`config.mk`:
```
export PLATFORM = sky130hd
export DESIGN_NAME = multicycle_control_unit
export DESIGN_NICKNAME = d
export VERILOG_FILES = /design/src/rtl/mcu_pkg.sv /design/src/rtl/cond_unit.sv /design/src/rtl/multicycle_control_unit.sv
export SDC_FILE = /design/constraint.sdc
export NUM_CORES = 1
export LEC_CHECK = 0
export CAP_MARGIN = 5
export CORE_ASPECT_RATIO = 0.8
export CORE_MARGIN = 2
export CORE_UTILIZATION = 30
export CTS_CLUSTER_SIZE = 12
export DETAILED_ROUTE_END_ITERATION = 6
export PLACE_DENSITY = 0.71
export SLEW_MARGIN = 20
export SYNTH_ARGS = -nofsm -noshare
export SYNTH_HDL_FRONTEND = slang
export SYNTH_SLANG_ARGS = --single-unit
export TNS_END_PERCENT = 1
```
`constraint.sdc`:
```
create_clock -name clk -period 2.2 [get_ports clk]
set_input_delay 0.66 -clock clk [delete_from_list [all_inputs] [get_ports clk]]
set_output_delay 0.66 -clock clk [all_outputs]
set_load 0.01 [all_outputs]
```
`src/rtl/mcu_pkg.sv`:
```
// Shared types and constants for the multicycle ARM control unit:
// FSM states, instruction field codes, ALU-control values and NZCV bit positions.
package mcu_pkg;

    typedef enum logic [3:0] {
        S_FETCH    = 4'd0,
        S_DECODE   = 4'd1,
        S_MEMADR   = 4'd2,
        S_MEMREAD  = 4'd3,
        S_MEMWB    = 4'd4,
        S_MEMWRITE = 4'd5,
        S_EXECR    = 4'd6,
        S_EXECI    = 4'd7,
        S_ALUWB    = 4'd8,
        S_BRANCH   = 4'd9
    } state_t;

    localparam logic [1:0] OP_DP  = 2'b00;
    localparam logic [1:0] OP_MEM = 2'b01;
    localparam logic [1:0] OP_BR  = 2'b10;

    localparam logic [3:0] COND_EQ = 4'b0000;
    localparam logic [3:0] COND_NE = 4'b0001;
    localparam logic [3:0] COND_CS = 4'b0010;
    localparam logic [3:0] COND_CC = 4'b0011;
    localparam logic [3:0] COND_MI = 4'b0100;
    localparam logic [3:0] COND_PL = 4'b0101;
    localparam logic [3:0] COND_VS = 4'b0110;
    localparam logic [3:0] COND_VC = 4'b0111;
    localparam logic [3:0] COND_HI = 4'b1000;
    localparam logic [3:0] COND_LS = 4'b1001;
    localparam logic [3:0] COND_GE = 4'b1010;
    localparam logic [3:0] COND_LT = 4'b1011;
    localparam logic [3:0] COND_GT = 4'b1100;
    localparam logic [3:0] COND_LE = 4'b1101;
    localparam logic [3:0] COND_AL = 4'b1110;

    localparam logic [3:0] CMD_AND = 4'b0000;
    localparam logic [3:0] CMD_EOR = 4'b0001;
    localparam logic [3:0] CMD_SUB = 4'b0010;
    localparam logic [3:0] CMD_ADD = 4'b0100;
    localparam logic [3:0] CMD_TST = 4'b1000;
    localparam logic [3:0] CMD_CMP = 4'b1010;
    localparam logic [3:0] CMD_ORR = 4'b1100;

    localparam int ALU_ADD = 0;
    localparam int ALU_SUB = 1;
    localparam int ALU_AND = 2;
    localparam int ALU_ORR = 3;
    localparam int ALU_EOR = 4;

    localparam int FLAG_N = 3;
    localparam int FLAG_Z = 2;
    localparam int FLAG_C = 1;
    localparam int FLAG_V = 0;

endpackage

```
`src/rtl/cond_unit.sv`:
```
// Combinational ARM condition evaluator: cond field and architectural NZCV
// in, CondEx out. Code 1111 never executes.
module cond_unit
    import mcu_pkg::*;
#(
    parameter int FLAG_W = 4
)
(
    input  logic [3:0]        i_cond,
    input  logic [FLAG_W-1:0] i_flags,
    output logic              o_cond_ex
);

    logic w_n, w_z, w_c, w_v;

    assign w_n = i_flags[FLAG_N];
    assign w_z = i_flags[FLAG_Z];
    assign w_c = i_flags[FLAG_C];
    assign w_v = i_flags[FLAG_V];

    always_comb begin
        o_cond_ex = 1'b0;
        case (i_cond)
            COND_EQ: o_cond_ex = w_z;
            COND_NE: o_cond_ex = !w_z;
            COND_CS: o_cond_ex = w_c;
            COND_CC: o_cond_ex = !w_c;
            COND_MI: o_cond_ex = w_n;
            COND_PL: o_cond_ex = !w_n;
            COND_VS: o_cond_ex = w_v;
            COND_VC: o_cond_ex = !w_v;
            COND_HI: o_cond_ex = w_c && !w_z;
            COND_LS: o_cond_ex = !w_c || w_z;
            COND_GE: o_cond_ex = (w_n == w_v);
            COND_LT: o_cond_ex = (w_n != w_v);
            COND_GT: o_cond_ex = !w_z && (w_n == w_v);
            COND_LE: o_cond_ex = w_z || (w_n != w_v);
            COND_AL: o_cond_ex = 1'b1;
            default: o_cond_ex = 1'b0;
        endcase
    end

endmodule

```
`src/rtl/multicycle_control_unit.sv`:
```
// Moore control FSM and NZCV register for a multicycle ARM datapath with one
// shared memory. Define MCU_BRANCH_LINK_EN to add the BL link-register write.
module multicycle_control_unit
    import mcu_pkg::*;
#(
    parameter int ALU_CTRL_W = 2,
    parameter int FLAG_W     = 4
)
(
    input  logic                  clk,
    input  logic                  rst_n,
    input  logic [3:0]            cond,
    input  logic [1:0]            op,
    input  logic [5:0]            funct,
    input  logic [3:0]            rd,
    input  logic [FLAG_W-1:0]     alu_flags,
    output logic                  PCWrite,
    output logic                  IRWrite,
    output logic                  MemWrite,
    output logic                  RegWrite,
    output logic                  AdrSrc,
    output logic                  ALUSrcA,
    output logic [1:0]            ALUSrcB,
    output logic [1:0]            ResultSrc,
    output logic [ALU_CTRL_W-1:0] ALUControl,
    output logic [1:0]            ImmSrc,
    output logic [1:0]            RegSrc,
    output logic [FLAG_W-1:0]     flags_q,
`ifdef MCU_BRANCH_LINK_EN
    output logic                  LinkWrite,
`endif
    output logic [3:0]            state_q
);

    localparam logic [ALU_CTRL_W-1:0] AC_ADD = ALU_CTRL_W'(ALU_ADD);
    localparam logic [ALU_CTRL_W-1:0] AC_SUB = ALU_CTRL_W'(ALU_SUB);
    localparam logic [ALU_CTRL_W-1:0] AC_AND = ALU_CTRL_W'(ALU_AND);
    localparam logic [ALU_CTRL_W-1:0] AC_ORR = ALU_CTRL_W'(ALU_ORR);
    localparam logic [ALU_CTRL_W-1:0] AC_EOR = ALU_CTRL_W'(ALU_EOR);

    state_t              r_state;
    logic [FLAG_W-1:0]   r_flags;
    logic                w_cond_ex;
    logic [3:0]          w_cmd;
    logic                w_supported;
    logic                w_arith;
    logic                w_compare;
    logic                w_flag_wr;
    logic [ALU_CTRL_W-1:0] w_alu_ctrl;

    assign w_cmd = funct[4:1];

    cond_unit #(.FLAG_W(FLAG_W)) u_cond_unit (
        .i_cond    (cond),
        .i_flags   (r_flags),
        .o_cond_ex (w_cond_ex)
    );

    // Data-processing command decode; unsupported commands run as a harmless ADD.
    always_comb begin
        w_supported = 1'b1;
        w_arith     = 1'b0;
        w_alu_ctrl  = AC_ADD;
        case (w_cmd)
            CMD_ADD: begin w_arith = 1'b1; w_alu_ctrl = AC_ADD; end
            CMD_SUB: begin w_arith = 1'b1; w_alu_ctrl = AC_SUB; end
            CMD_CMP: begin w_arith = 1'b1; w_alu_ctrl = AC_SUB; end
            CMD_AND: w_alu_ctrl = AC_AND;
            CMD_TST: w_alu_ctrl = AC_AND;
            CMD_ORR: w_alu_ctrl = AC_ORR;
            CMD_EOR: begin
                if (ALU_CTRL_W >= 3) w_alu_ctrl = AC_EOR;
                else                 w_supported = 1'b0;
            end
            default: w_supported = 1'b0;
        endcase
    end

    assign w_compare = (w_cmd == CMD_CMP) || (w_cmd == CMD_TST);
    assign w_flag_wr = w_supported && (funct[0] || w_compare);

    // State register and NZCV; logic ops leave C and V untouched.
    always_ff @(posedge clk) begin
        if (!rst_n) begin
            r_state <= S_FETCH;
            r_flags <= '0;
        end else begin
            case (r_state)
                S_FETCH:   r_state <= S_DECODE;
                S_DECODE: begin
                    if (!w_cond_ex)           r_state <= S_FETCH;
                    else if (op == OP_MEM)    r_state <= S_MEMADR;
                    else if (op == OP_DP)     r_state <= funct[5] ? S_EXECI : S_EXECR;
                    else if (op == OP_BR)     r_state <= S_BRANCH;
                    else                      r_state <= S_FETCH;
                end
                S_MEMADR:  r_state <= funct[0] ? S_MEMREAD : S_MEMWRITE;
                S_MEMREAD: r_state <= S_MEMWB;
                S_EXECR, S_EXECI: begin
                    r_state <= (w_supported && !w_compare) ? S_ALUWB : S_FETCH;
                    if (w_flag_wr) begin
                        r_flags[FLAG_N] <= alu_flags[FLAG_N];
                        r_flags[FLAG_Z] <= alu_flags[FLAG_Z];
                        if (w_arith) begin
                            r_flags[FLAG_C] <= alu_flags[FLAG_C];
                            r_flags[FLAG_V] <= alu_flags[FLAG_V];
                        end
                    end
                end
                default:   r_state <= S_FETCH;
            endcase
        end
    end

    // Moore output decode; write enables are held off while reset is asserted.
    always_comb begin
        PCWrite    = 1'b0;
        IRWrite    = 1'b0;
        MemWrite   = 1'b0;
        RegWrite   = 1'b0;
        AdrSrc     = 1'b0;
        ALUSrcA    = 1'b0;
        ALUSrcB    = 2'b00;
        ResultSrc  = 2'b00;
        ALUControl = AC_ADD;
        ImmSrc     = op;
        RegSrc     = {op == OP_MEM, op == OP_BR};
`ifdef MCU_BRANCH_LINK_EN
        LinkWrite  = 1'b0;
`endif
        case (r_state)
            S_FETCH: begin
                IRWrite   = 1'b1;
                PCWrite   = 1'b1;
                ALUSrcA   = 1'b1;
                ALUSrcB   = 2'b10;
                ResultSrc = 2'b10;
            end
            S_DECODE: begin
                ALUSrcA   = 1'b1;
                ALUSrcB   = 2'b10;
                ResultSrc = 2'b10;
            end
            S_MEMADR:   ALUSrcB = 2'b01;
            S_MEMREAD:  AdrSrc  = 1'b1;
            S_MEMWB: begin
                ResultSrc = 2'b01;
                if (rd == 4'hF) PCWrite  = 1'b1;
                else            RegWrite = 1'b1;
            end
            S_MEMWRITE: begin
                AdrSrc   = 1'b1;
                MemWrite = 1'b1;
            end
            S_EXECR:    ALUControl = w_alu_ctrl;
            S_EXECI: begin
                ALUSrcB    = 2'b01;
                ALUControl = w_alu_ctrl;
            end
            S_ALUWB: begin
                if (rd == 4'hF) PCWrite  = 1'b1;
                else            RegWrite = 1'b1;
            end
            S_BRANCH: begin
                ALUSrcB   = 2'b01;
                ImmSrc    = 2'b10;
                RegSrc[0] = 1'b1;
                ResultSrc = 2'b10;
                PCWrite   = 1'b1;
`ifdef MCU_BRANCH_LINK_EN
                if (funct[4]) begin
                    RegWrite  = 1'b1;
                    LinkWrite = 1'b1;
                end
`endif
            end
            default: ;
        endcase
        if (!rst_n) begin
            PCWrite  = 1'b0;
            IRWrite  = 1'b0;
            MemWrite = 1'b0;
            RegWrite = 1'b0;
`ifdef MCU_BRANCH_LINK_EN
            LinkWrite = 1'b0;
`endif
        end
    end

    assign flags_q = r_flags;
    assign state_q = r_state;

endmodule

```
==> results of run 1 <==
per-layer routing:
| layer | routed length [um] | GRT usage | up-vias |
|---|---|---|---|
| li1 | - | - | 548 |
| met1 | 1221 | 0.2236 | 465 |
| met2 | 1278 | 0.3229 | 36 |
| met3 | 144 | 0.02835 | 2 |
| met4 | 19 | 0.08156 | 0 |
| met5 | 0 | 0 | - |
final timing paths:
check / startpoint / endpoint / slack [ns] / cells after the start
max: state_q[0]$_SDFF_PN0_ / ImmSrc[1] / 0.08 / 5
min: flags_q[1]$_SDFFE_PN0P_ / flags_q[1]$_SDFFE_PN0P_ / 0.54 / 2
max reg2reg: flags_q[0]$_SDFFE_PN0P_ / state_q[1]$_SDFF_PN0_ / 0.61 / 5
min reg2reg: flags_q[1]$_SDFFE_PN0P_ / flags_q[1]$_SDFFE_PN0P_ / 0.54 / 2
registers in the layout, summed over array words and instances, names as in the netlist:
signal	flops
flags_q	4
state_q	4
per-stage QoR:
step	setup TNS, ns	power (mW)	cells	cell area (um^2)
floorplan	0	0.2453	110	808.3
global placement	-5.202	0.3699	210	1466
detailed placement	-5.394	0.3718	210	1466
CTS	-0.06213	0.4726	215	1480
global route	-0.03353	0.4981	216	1503
finish	0	0.4675	216	1503
critical path: stages (launching register included):
cell and delay [ns]:
sky130_fd_sc_hd__dfxtp_1 0.31, sky130_fd_sc_hd__nor2b_1 0.13, sky130_fd_sc_hd__nor3b_2 0.15, sky130_fd_sc_hd__buf_4 0.14, sky130_fd_sc_hd__or2_1 0.20, sky130_fd_sc_hd__dlygate4sd2_1 0.29
final cells by class:
class                   instances  share of cell area
clock buffers                   3             0.01499
inverters                       5             0.01249
multi-input cells              89              0.4030
flip-flops and latches          8              0.1091
well taps                      36             0.02998
repair buffers                 75              0.4305
power groups by stage:
stage	Sequential (mW)	Combinational, mW	Clock [mW]
after floorplan	0.157	0.0879	0
after global placement	0.157	0.213	0
after detailed placement	0.157	0.215	0
after CTS	0.155	0.202	0.116
after global routing	0.155	0.223	0.120
final	0.155	0.203	0.109
cells by family (layout without fill, tap and decap cells):
kind of cell,count (synthesis),count (layout),share of synthesized area
xor gates and xnor gates,3,3,0.03251
DFF,8,8,0.1981
and+or+nand+nor,53,53,0.3839
muxes,4,4,0.04954
AOI/OAI and AO/OA,29,29,0.2632
buffers and inverters,13,83,0.07275
placed cells by master, fill, tap and decap left out, types with 2 or more instances in the layout:
master,instances
sky130_fd_sc_hd__inv_2,2
sky130_fd_sc_hd__nor3_1,6
sky130_fd_sc_hd__clkdlybuf4s50_1,17
sky130_fd_sc_hd__buf_4,29
sky130_fd_sc_hd__o21ai_1,4
sky130_fd_sc_hd__and2_1,2
sky130_fd_sc_hd__inv_1,3
sky130_fd_sc_hd__and3_1,2
sky130_fd_sc_hd__nor2b_1,6
sky130_fd_sc_hd__clkdlybuf4s15_1,3
sky130_fd_sc_hd__a21oi_1,5
sky130_fd_sc_hd__clkbuf_4,3
sky130_fd_sc_hd__o41ai_1,2
sky130_fd_sc_hd__buf_2,3
sky130_fd_sc_hd__a31oi_1,2
sky130_fd_sc_hd__xnor2_1,3
sky130_fd_sc_hd__dlygate4sd2_1,15
sky130_fd_sc_hd__and3b_1,2
sky130_fd_sc_hd__dfxtp_2,3
sky130_fd_sc_hd__a21boi_1,2
sky130_fd_sc_hd__nand2_1,9
sky130_fd_sc_hd__clkbuf_2,2
sky130_fd_sc_hd__nand2b_1,4
sky130_fd_sc_hd__nor2_1,6
sky130_fd_sc_hd__nand3_1,3
sky130_fd_sc_hd__dlymetal6s2s_1,4
sky130_fd_sc_hd__mux2i_1,4
sky130_fd_sc_hd__nor3b_1,4
sky130_fd_sc_hd__dfxtp_1,5
repair_timing:
item / 4_1_cts / 5_1_grt
pin swaps: 6 / 9
buffers inserted: 2 / 1
setup endpoints to repair: 17 / 9
resized for setup: 42 / 13
==> results by group, run 1 <==
Logic synthesis
  – Mean Syn Cell Area: approximately 7.3 um^2
  – Post-synth top cells: sky130_fd_sc_hd__nand2_1 (9), sky130_fd_sc_hd__dfxtp_1 (8), sky130_fd_sc_hd__nor2b_1 (7)
  – Synth top area share: 0.1981
  – Cell count after synthesis: 110
  – Leading cell types by total area after synthesis: sky130_fd_sc_hd__dfxtp_1 (20%), sky130_fd_sc_hd__nor2b_1 (5.4%), sky130_fd_sc_hd__mux2i_1 (5.0%)
  – Number of nets produced by synthesis: ~130
  – Async set-or-reset flop fraction in the synthesized netlist: 0
  – Most used DFF post-synth: sky130_fd_sc_hd__dfxtp_1
  – EDFF count, synth: 0
  – Area leader, netlist: sky130_fd_sc_hd__dfxtp_1
  – Synthesized cell area: between 800 and 900 um^2
  – Count of yosys warnings during synthesis: 0
  – Leading cell type by number of instances after synthesis: sky130_fd_sc_hd__nand2_1
  – Synth cell types: 42
  – Number of synthesized register bits: 8
  – Sequential fraction of the synthesis area: 0.1981

Clock tree
  – H-tree depth: 1
  – Buffer levels on the longest clock path: 2
  – Clock tree from TritonCTS: done
  – Clock slew seen by the registers of the worst setup and hold paths: approximately 0.05 ns
  – Hold-fix buffers at CTS: 0
  – Clock Sinks: 8
  – Number of CTS-inserted buffers: 3
  – Clock latency at the later pin of the worst-skew pair: 0.25 ns
  – Clock tree root buffer cell: sky130_fd_sc_hd__clkbuf_4

Place
  – Pre-CTS setup slack: -0.6309 ns
  – Total of buffers placed on input and output ports: 45
  – Half-perimeter wire length after detailed placement: just over 2000 um
  – RD Place Congestion: between 0.7 and 0.8

Timing
  – Worst path setup slack after routing: 0.08472 ns
  – Worst slew margin relative to its limit: 0.7664
  – Time the worst path needs with I/O delays and setup: 2.115 ns
  – Worst Hold Margin: around 0.54 ns
  – Final number of hold-violating endpoints: 0
  – Slew Viols, Final: 0
  – Transition at the pin with the smallest max-transition slack: 0.3503 ns
  – Setup repair after global routing missed its margin: yes
  – Setup violators final: 0
  – Clk_skew: between 0.003 and 0.004 ns
  – Max frequency: approximately 0.47 GHz
  – Period utilisation layout: 0.9615

Power
  – Lkg Pwr: ~0.71 nW
  – Share of power burned in the clock network: 0.234
  – Seq pwr share: 0.331
  – Switching share of power: 0.3002
  – Power density of the placed cells: slightly above 300 nW/um^2
  – Combinational Power Share: 0.435
  – Cell-internal power: 327.1 uW
  – Maximum vdd drop: approximately 0.13 mV
  – Switching power of the nets: 140.3 uW

Detailed routing
  – Per-cell via count in the routed design: approximately 4.9
  – Post-route ant nets: 0
  – Iteration count of the initial detailed-routing pass: 4
  – Routed wire length: 2664 um
  – DR WL/cell: around 12 um
  – Drt initial violations: 46
  – # DRC: 0
  – Via Count: approximately 1100

Floorplanning
  – Die extent in x: around 62 um
  – Standard cell core area: ~2500 um^2
  – Floorplan die area: 3128 um^2
  – Die span in y: around 50 um
  – Floorplan row count: 16
  – Initial cell density of the core: 0.3230
  – Num ports: 46

Finish
  – Total area of sequential cells: ~160 um^2
  – Net total in the final layout: roughly 200
  – Post-layout util: 0.6005
  – Footprint of the multi-input gates: between 600 and 700 um^2
  – Share of layout cells above drive strength 1: 0.2833
  – Layout-stage area growth over the synthesis result: 85.91%
  – Number of inserted filler cells in the final layout: about 240
  – Antenna diode count: 0

Setup path
  – Crit path max fanout: 3
  – Critical path type: reg2out
  – Crit path arrival time: roughly 1.5 ns
  – Required time at the endpoint of the critical path: roughly 1.5 ns
  – Type of element launching the critical path: flip-flop
  – Type of destination of the critical path: output port

Global route
  – Antenna violations before repair: 0
  – Overall overflow remaining after global route: 0
  – Number of global-route vias before repair: 1100
  – First-pass GRT wire length: ~4500 um
  – Largest net degree at the start of global routing: 11
  – Global-route total usage across every layer: 0.1877

Hold path
  – Kind of path behind the tightest hold check: reg2reg

Status
  – Result of the run: finished, final reports clean

Flow run
  – Number of maximum-capacitance violations: 0
(Power assumes the default switching activity.)
==> inputs of run 2 (changes only) <==
--- a/config.mk
+++ b/config.mk
@@ -12,7 +12,7 @@
 export CTS_CLUSTER_SIZE = 12
 export DETAILED_ROUTE_END_ITERATION = 6
 export PLACE_DENSITY = 0.71
-export SLEW_MARGIN = 20
+export SLEW_MARGIN = 10
 export SYNTH_ARGS = -nofsm -noshare
 export SYNTH_HDL_FRONTEND = slang
 export SYNTH_SLANG_ARGS = --single-unit
==> results of run 2 <==
No change in the layout: final DEF, timing and power equal those of run 1.
==> inputs of run 3 (changes only) <==
--- a/config.mk
+++ b/config.mk
@@ -11,7 +11,8 @@
 export CORE_UTILIZATION = 30
 export CTS_CLUSTER_SIZE = 12
 export DETAILED_ROUTE_END_ITERATION = 6
-export PLACE_DENSITY = 0.71
+export GPL_TIMING_DRIVEN = 0
+export PLACE_DENSITY = 0.7
 export SLEW_MARGIN = 10
 export SYNTH_ARGS = -nofsm -noshare
 export SYNTH_HDL_FRONTEND = slang
==> results by group, run 3 (synthesized netlist as in run 1, its figures left out) <==
Floorplanning
  – Floorplan row count: 16 (unchanged)
  – Num ports: 46 (unchanged)
  – Die span in y: 50.43 um (unchanged)
  – Initial cell density of the core: 0.3230 (unchanged)
  – Standard cell core area: 2502 um^2 (unchanged)
  – Floorplan die area: 3128 um^2 (unchanged)
  – Die extent in x: 62.03 um (unchanged)

Power
  – Maximum vdd drop: 0.1490 mV (+11%)
  – Share of power burned in the clock network: 0.249 (+0.015)
  – Cell-internal power: 307.0 uW (-6.2%)
  – Combinational Power Share: 0.405 (-0.030)
  – Switching power of the nets: 140.9 uW (+0.36%)
  – Power density of the placed cells: 336.1 nW/um^2 (+8.0%)
  – Lkg Pwr: 0.5912 nW (-16%)
  – Seq pwr share: 0.346 (+0.015)
  – Switching share of power: 0.3145 (+0.01429)

Clock tree
  – Number of CTS-inserted buffers: 3 (unchanged)
  – Clock Sinks: 8 (unchanged)
  – Clock slew seen by the registers of the worst setup and hold paths: 0.05 ns (about the same)
  – Clock tree root buffer cell: sky130_fd_sc_hd__clkbuf_4
  – H-tree depth: 1 (unchanged)
  – Hold-fix buffers at CTS: 0 (unchanged)
  – Buffer levels on the longest clock path: 2 (unchanged)
  – Clock latency at the later pin of the worst-skew pair: 0.25 ns (about the same)
  – Clock tree from TritonCTS: done

Finish
  – Layout-stage area growth over the synthesis result: 64.86%
  – Antenna diode count: 0 (unchanged)
  – Share of layout cells above drive strength 1: 0.2342 (-0.04916)
  – Commonest non-fill, non-tap cell in the layout: sky130_fd_sc_hd__clkdlybuf4s50_1
  – Post-layout util: 0.5325 (-0.06800)
  – Net total in the final layout: 182 (-11%)
  – Most frequent cells in the layout: sky130_fd_sc_hd__clkdlybuf4s50_1 (16), sky130_fd_sc_hd__dlygate4sd2_1 (13), sky130_fd_sc_hd__nand2_1 (9)
  – Finished Cell Area: 1333 um^2 (-11%)

Timing
  – Max frequency: 0.4661 GHz (-1.4%)
  – Slew Viols, Final: 0 (unchanged)
  – Final TNS setup: 0 ns (unchanged)
  – Period utilisation layout: 0.9753 (+0.01380)
  – Worst Hold Margin: 0.5249 ns (-0.01617 ns)
  – Final number of hold-violating endpoints: 0 (unchanged)
  – Setup violators final: 0 (unchanged)
  – Transition at the pin with the smallest max-transition slack: 0.4950 ns (+0.1447 ns)
  – Clk_skew: 0.0009937 ns (-0.002459 ns)
  – Setup repair after global routing missed its margin: yes
  – Worst slew margin relative to its limit: 0.6685 (-0.09792)
  – Time the worst path needs with I/O delays and setup: 2.146 ns (+0.03036 ns)

Setup path
  – Critical path type: in2reg
  – Crit path max fanout: 10 (+7)
  – Startpoint of the lowest-slack register-to-register path: flags_q[2]$_SDFFE_PN0P_
  – Type of destination of the critical path: flip-flop
  – Type of element launching the critical path: primary input
  – Critical path startpoint: cond[3]
  – Crit path arrival time: 2.26 ns (+0.80 ns)
  – Required time at the endpoint of the critical path: 2.32 ns (+0.78 ns)

Global route
  – Largest net degree at the start of global routing: 11 (unchanged)
  – Antenna violations before repair: 0 (unchanged)
  – First-pass GRT wire length: 4250 um (-6.2%)
  – Overall overflow remaining after global route: 0 (unchanged)
  – Number of global-route vias before repair: 1022 (-7.1%)
  – Global-route total usage across every layer: 0.1781 (-0.009615)

Detailed routing
  – Iteration count of the initial detailed-routing pass: 4 (unchanged)
  – # DRC: 0 (unchanged)
  – Routed wire length: 2668 um (+0.15%)
  – DR WL/cell: 13.75 um (+12%)
  – Post-route ant nets: 0 (unchanged)
  – Per-cell via count in the routed design: 5.237 (+7.6%)
  – Drt initial violations: 48 (+4.3%)
  – Via Count: 1016 (-3.3%)

Flow run
  – Number of maximum-capacitance violations: 0 (unchanged)

Place
  – Total of buffers placed on input and output ports: 42 (-6.7%)
  – Post-Place Cell Area: 1274 um^2 (-13%)
  – Half-perimeter wire length after detailed placement: 1932 um (-6.8%)
  – RD Place Congestion: 0.8007 (+6.2%)

Status
  – Result of the run: finished, final reports clean

Hold path
  – Kind of path behind the tightest hold check: reg2reg
  – Startpoint of the worst hold path: flags_q[1]$_SDFFE_PN0P_
==> run 3: cell types whose count changed in the layout (fill, tap and decap cells not counted), moves of 2 or more <==
cell	change
sky130_fd_sc_hd__buf_4	-24
sky130_fd_sc_hd__buf_2	+3
sky130_fd_sc_hd__clkbuf_2	+3
sky130_fd_sc_hd__clkbuf_4	+2
sky130_fd_sc_hd__dlygate4sd2_1	-2
sky130_fd_sc_hd__dlymetal6s2s_1	-2
==> run 3: path summary, 6_finish.rpt <==
check                                                to  slack, ns  cells past startpoint
worst max-delay path              state_q[0]$_SDFF_PN0_       0.05                      7
worst min-delay path            flags_q[1]$_SDFFE_PN0P_       0.52                      2
worst max register to register    state_q[0]$_SDFF_PN0_       0.59                      5
worst min register to register  flags_q[1]$_SDFFE_PN0P_       0.52                      2
==> run 3: what timing repair did <==
action | 4_1_cts | 5_1_grt
gates resized for setup | 56 | 17
setup endpoints to repair | 16 | 13
gates cloned | 0 | 0
pin swaps | 6 | 3
setup buffers | 3 | 0
==> run 3: worst max-delay path: stages <==
cell,delay [ns]
sky130_fd_sc_hd__clkdlybuf4s50_1,0.42
sky130_fd_sc_hd__buf_4,0.17
sky130_fd_sc_hd__nor2b_1,0.14
sky130_fd_sc_hd__a31oi_1,0.16
sky130_fd_sc_hd__o221ai_1,0.15
sky130_fd_sc_hd__a221oi_2,0.41
sky130_fd_sc_hd__o22ai_1,0.14
==> run 3: power groups by stage <==
| stage | Sequential, mW | Clock, mW | Combinational (mW) |
|---|---|---|---|
| 6_report | 0.155 | 0.111 | 0.182 |
| 3_5_place_dp | 0.156 | 0 | 0.183 |
| 4_1_cts | 0.155 | 0.119 | 0.179 |
| 3_3_place_gp | 0.156 | 0 | 0.180 |
| 2_1_floorplan | 0.157 | 0 | 0.0879 |
| 5_1_grt | 0.155 | 0.128 | 0.197 |
==> run 3: layout make-up <==
| type | count | area (um^2) |
|---|---|---|
| plain buffers | 8 | 65.06 |
| clock buffers | 3 | 22.52 |
| flip-flops and latches | 8 | 163.9 |
| inverters | 5 | 18.77 |
| well taps | 36 | 45.04 |
| repair buffers | 45 | 386.6 |
| multi-input cells | 89 | 630.6 |
| fillers | 257 | 1170 |
==> run 3: routing by layer <==
| metal | up-vias | part of all wire | global-route usage |
|---|---|---|---|
| li1 | 502 | - | - |
| met1 | 472 | 0.44 | 0.2087 |
| met2 | 40 | 0.49 | 0.3125 |
| met4 | 0 | 0.0075 | 0.06383 |
| met3 | 2 | 0.062 | 0.03351 |
| met5 | - | 0 | 0 |
==> run 3: per-stage QoR <==
stage | instances | worst slack (ns) | power, mW
final | 194 | 0.05435 | 0.4479
after global routing | 194 | -0.04856 | 0.4805
after CTS | 194 | -0.1235 | 0.4530
after detailed placement | 188 | -0.6967 | 0.3393
after global placement | 188 | -0.6453 | 0.3361
after floorplan | 110 | 0.2778 | 0.2453
